--- src/rtl/pe_mac_pipe.sv ---
// Pipelined INT MAC processing element for the output-stationary systolic array.
// Operand register, MUL_STAGES product registers, then accumulate/emit stage.
module pe_mac_pipe #(
  parameter int unsigned ELEM_BITS  = 8,
  parameter int unsigned ACC_BITS   = 32,
  parameter int unsigned MUL_STAGES = 2,
  parameter bit          SATURATE   = 1'b0
) (
  input  logic                 clk,
  input  logic                 rst,
  input  logic                 in_valid,
  input  logic [ELEM_BITS-1:0] a_in,
  input  logic [ELEM_BITS-1:0] b_in,
  input  logic                 first_in,
  input  logic                 last_in,
  input  logic                 signed_mode,
  output logic [ELEM_BITS-1:0] a_out,
  output logic [ELEM_BITS-1:0] b_out,
  output logic                 valid_out,
  output logic                 first_out,
  output logic                 last_out,
  output logic                 res_valid,
  output logic [ACC_BITS-1:0]  res_data,
  output logic                 ovf
);

  localparam int unsigned PW = 2 * ELEM_BITS;
  localparam int unsigned AW = ACC_BITS + 1;
  localparam int unsigned SW = PW + 4;

  typedef struct packed {
    logic [PW-1:0] prod;
    logic          v;
    logic          f;
    logic          l;
    logic          s;
  } stage_t;

  logic [ELEM_BITS-1:0] op_a, op_b;
  logic                 op_v, op_f, op_l, op_s;

  logic [MUL_STAGES*SW-1:0] pipe_q;
  logic [(MUL_STAGES+1)*SW-1:0] pipe_shift;
  stage_t                   head, tail;

  logic [PW-1:0]  mul_prod;
  logic [ACC_BITS-1:0] acc;
  logic [ACC_BITS-1:0] acc_next;
  logic                ovf_next;
  logic                of;

  // Operands widened by one bit so one signed multiplier serves both modes.
  always_comb begin
    logic signed [ELEM_BITS:0]   ax, bx;
    logic signed [2*ELEM_BITS+1:0] full;
    ax       = $signed({op_s & op_a[ELEM_BITS-1], op_a});
    bx       = $signed({op_s & op_b[ELEM_BITS-1], op_b});
    full     = ax * bx;
    mul_prod = full[PW-1:0];
  end

  always_comb begin
    head.prod = mul_prod;
    head.v    = op_v;
    head.f    = op_f;
    head.l    = op_l;
    head.s    = op_s;
  end

  // Shift by concatenation so MUL_STAGES=1 needs no special case.
  assign pipe_shift = {pipe_q, head};
  assign tail       = pipe_q[MUL_STAGES*SW-1 -: SW];

  always_comb begin
    logic [AW-1:0] p_ext, base, sum, sat_val;
    p_ext = tail.s ? {{(AW-PW){tail.prod[PW-1]}}, tail.prod}
                   : {{(AW-PW){1'b0}}, tail.prod};
    if (tail.f)      base = '0;
    else if (tail.s) base = {acc[ACC_BITS-1], acc};
    else             base = {1'b0, acc};
    sum = base + p_ext;
    if (tail.s) begin
      of      = sum[AW-1] ^ sum[AW-2];
      sat_val = sum[AW-1] ? {2'b11, {(ACC_BITS-1){1'b0}}}
                          : {2'b00, {(ACC_BITS-1){1'b1}}};
    end else begin
      of      = sum[AW-1];
      sat_val = {1'b0, {ACC_BITS{1'b1}}};
    end
    acc_next = (SATURATE && of) ? sat_val[ACC_BITS-1:0] : sum[ACC_BITS-1:0];
    ovf_next = (tail.f ? 1'b0 : ovf) | of;
  end

  always_ff @(posedge clk) begin
    if (rst) begin
      a_out     <= '0;
      b_out     <= '0;
      valid_out <= 1'b0;
      first_out <= 1'b0;
      last_out  <= 1'b0;
      op_a      <= '0;
      op_b      <= '0;
      op_v      <= 1'b0;
      op_f      <= 1'b0;
      op_l      <= 1'b0;
      op_s      <= 1'b0;
      pipe_q    <= '0;
      acc       <= '0;
      ovf       <= 1'b0;
      res_valid <= 1'b0;
      res_data  <= '0;
    end else begin
      a_out     <= a_in;
      b_out     <= b_in;
      valid_out <= in_valid;
      first_out <= first_in & in_valid;
      last_out  <= last_in & in_valid;
      op_a      <= a_in;
      op_b      <= b_in;
      op_v      <= in_valid;
      op_f      <= first_in & in_valid;
      op_l      <= last_in & in_valid;
      op_s      <= signed_mode;
      pipe_q    <= pipe_shift[MUL_STAGES*SW-1:0];
      res_valid <= tail.v & tail.l;
      if (tail.v) begin
        acc <= acc_next;
        ovf <= ovf_next;
        if (tail.l) res_data <= acc_next;
      end
    end
  end

endmodule
--- config.mk ---
export PLATFORM = sky130hd
export DESIGN_NAME = pe_mac_pipe
export DESIGN_NICKNAME = d
export VERILOG_FILES = /design/src/rtl/pe_mac_pipe.sv
export SDC_FILE = /design/constraint.sdc
export NUM_CORES = 1
export LEC_CHECK = 0
export CORE_UTILIZATION = 45
export DETAILED_ROUTE_END_ITERATION = 7
export SLEW_MARGIN = 30
export SYNTH_ARGS = -nofsm -noshare
export SYNTH_HDL_FRONTEND = slang
export SYNTH_SLANG_ARGS = --single-unit
--- constraint.sdc ---
create_clock -name clk -period 10.6 [get_ports clk]
set_clock_uncertainty 0.15 [all_clocks]
set_input_delay 2.12 -clock clk [delete_from_list [all_inputs] [get_ports clk]]
set_output_delay 2.12 -clock clk [all_outputs]
set_load 0.02 [all_outputs]
==> results.py <==
metrics = {
    "clocking": {
        "clock-sinks": 126,
        "postCtsHoldBufs": 0,
        "cts_setup_buffers": 0,
        "clock_latency_ps": 410,
        "cts_root_buf": "clkbuf_16",
        "cts_resized": 0,
        "cts_tree": "built",
        "cts_buffers": 17,
        "cts_buffer_depth": 2,
        "cts.clk_slew.worst_paths_ps": 60,
        "h-tree-depth": 4,
    },
    "routing": {
        "finalWirelength_um": 17280,
        "drc": 5,
        "drt.antenna.violating_nets": 0,
        "dr.pass1.iters": 7,
        "vias_per_cell": 4.920,
        "num_vias": 6145,
        "routedWlPerCell_um": 13.83,
        "drt_iter0_drc": 277,
    },
    "min_path": {
        "hold_path.class": "reg2reg",
    },
    "synth": {
        "ys.flop_type": "dfxtp_1",
        "synth_top_area_share_pct": 29.81,
        "syn_area_per_cell_um2": 8.859,
        "async_flop_share_pct": 0,
        "synthCells": 955,
        "synthTopCellsByCount": "dfxtp_1 (126), nand2_1 (113), inv_1 (97)",
        "synth_edf_count": 0,
        "ys_ff_latch": 126,
        "syn_nets": 1106,
        "seq_area_frac_synth_pct": 29.81,
        "yosys_warnings": 0,
        "synthDistinctLibCells": 57,
        "synth_area_mm2": 0.008461,
        "synth_area_leaders": "dfxtp_1 (30%), fa_1 (15%), ha_1 (9.6%)",
        "synthMostInstantiatedCell": "dfxtp_1",
        "synth_largest_area_cell": "dfxtp_1",
    },
    "power": {
        "combPwrFrac_pct": 11.6,
        "p_clk_share_pct": 46.3,
        "p_per_area_mw_per_mm2": 121.2,
        "seqPwrFrac_pct": 42.1,
        "power.leakage_uw": 0.004439,
        "switching_power_uw": 312.3,
        "irDropWorstVdd_v": 0.0001056,
        "swShare_pct": 25.98,
        "p_total_uw": 1202,
        "internal-power_uw": 889.9,
    },
    "setup_path": {
        "cp-start-kind": "register",
        "r2r-end": "pipe_q[19]",
        "crit_path_end_kind": "register",
        "crit_required_ps": 10720,
        "r2r_start": "op_b[7]",
        "rr_worst_depth": 20,
        "rrSetupSlack_ps": 4740,
        "crit_fanout": 11,
        "crit_arrival_ps": 5980,
        "path_class": "reg2reg",
        "startpoint": "op_b[7]",
        "critPathCapture": "pipe_q[19]",
    },
    "die": {
        "rows": 49,
        "die_area_mm2": 0.01935,
        "core_mm2": 0.01821,
        "io_pins": 75,
        "die_width_um": 139.1,
        "initial_core_util_pct": 46.46,
        "die_h_um": 139.1,
    },
    "sta": {
        "report.final.slew_viol_count": 0,
        "fin_setup_tns_ps": 0,
        "period_share_pct": 55.31,
        "slew_headroom_pct": 51.84,
        "min_period_ps": 5863,
        "setup_viol": 0,
        "worst_pin_slew_ps": 722.3,
        "hold_violations": 0,
        "fmax_ghz": 0.1706,
        "rsz0062_at_grt": "no",
        "layout_setup_ws_ps": 4738,
    },
    "layout": {
        "num_antenna_cells": 0,
        "area_growth_pct": 17.29,
        "layout-drive-gt1-share_pct": 5.000,
        "instances_no_fill": 1249,
        "fin_util_pct": 54.50,
        "fillers": 1683,
        "multi_input_area_mm2": 0.005405,
        "nets": 1158,
        "seq_area_mm2": 0.002526,
    },
    "placed_design": {
        "dp_cells": 1217,
        "portBuffers": 74,
        "gp_congestion": 0.8933,
        "dp_slack_ps": 4769,
        "dp_hpwl_um": 12570,
    },
    "global_routing": {
        "grt_overflow": 0,
        "grt_pass1_vias": 5928,
        "grt_pass1_wl_um": 29300,
        "grt_start_max_net_pins": 101,
        "grt_use_total_pct": 18.77,
        "antenna_found_initial": 0,
    },
    "status": {
        "status": "complete, but fails checks",
        "violations": "design-rule violations",
    },
    "run": {
        "drv_cap": 0,
    },
}
-- layer usage --
| metal | GRT usage, % | vias to the layer above | part of all wire, % |
|---|---|---|---|
| li1 | - | 3213 | - |
| met1 | 25.87 | 2817 | 52 |
| met2 | 29.98 | 108 | 44 |
| met3 | 3.695 | 7 | 3.5 |
| met4 | 5.088 | 0 | 0.56 |
| met5 | 0 | - | 0 |
-- cell type report --
class	count	area share, %
well taps	229	2.887
clock buffers	19	4.564
inverters	97	3.669
multi-input cells	687	54.47
clock inverters	13	1.173
flip-flops and latches	126	25.46
repair buffers	78	7.780
-- registers in the layout, summed over array words and instances (netlist names) --
signal and count:
pipe_q 40, acc 32, res_data 32, op_a 8
op_b 8, op_f 1, op_l 1, op_s 1
op_v 1, ovf 1, res_valid 1
-- worst min path at each step --
stage / startpoint / to / slack (ps) / cells after the start
after floorplan: pipe_q[0] / pipe_q[20] / 260 / 1
final: pipe_q[12] / pipe_q[32] / 280 / 1
after detailed placement: pipe_q[1] / pipe_q[21] / 270 / 1
after CTS: pipe_q[12] / pipe_q[32] / 280 / 1
after global routing: pipe_q[3] / pipe_q[23] / 300 / 1
after global placement: pipe_q[0] / pipe_q[20] / 260 / 1
-- power groups by stage --
stage | Clock (µW) | Sequential [µW] | Combinational [µW]
floorplan | 0 | 510 | 106
global placement | 0 | 516 | 139
detailed placement | 0 | 516 | 139
CTS | 571 | 506 | 142
global route | 589 | 508 | 161
finish | 556 | 506 | 140
-- metrics by stage --
step | hold slack (ps) | cell area (µm²)
3_5_place_dp | 270.4 | 9350
5_1_grt | 296.2 | 9923
4_1_cts | 282.4 | 9920
6_report | 281.8 | 9923
2_1_floorplan | 263.8 | 8461
3_3_place_gp | 264.4 | 9348
-- layout by cell type (no fill, tap or decap), types with 29 or more instances in the layout --
cell	n
nor2_1	55
inv_1	97
nor2b_1	82
clkdlybuf4s50_1	73
nand2_1	113
a21oi_1	51
xnor2_1	29
fa_1	64
dfxtp_1	125
ha_1	65
-- cells by family after synthesis --
kind of cell	after synthesis	synth area share (%)
AND/OR/NAND/NOR	344	20.69
multiplexers	23	2.721
adder cells (fa/ha/maj)	129	24.76
flip-flops	126	29.81
XOR/XNOR	45	4.658
AO/OA/AOI/OAI	146	11.06
buffers and inverters	142	6.300
-- worst max-delay path, stage by stage, from the launching register on --
cell	delay (ps)
dfxtp_1	560
nand2_1	300
or2_2	370
fa_1	500
fa_1	540
inv_1	50
fa_1	500
fa_1	550
inv_1	50
fa_1	500
inv_1	40
ha_1	300
o21ai_0	110
a21boi_0	160
o21ai_0	170
nand2b_1	100
a21o_1	180
a21oi_1	210
o21ai_0	150
xnor2_1	160
nor2_1	50
Note: power is estimated with default switching activity, not from simulation.
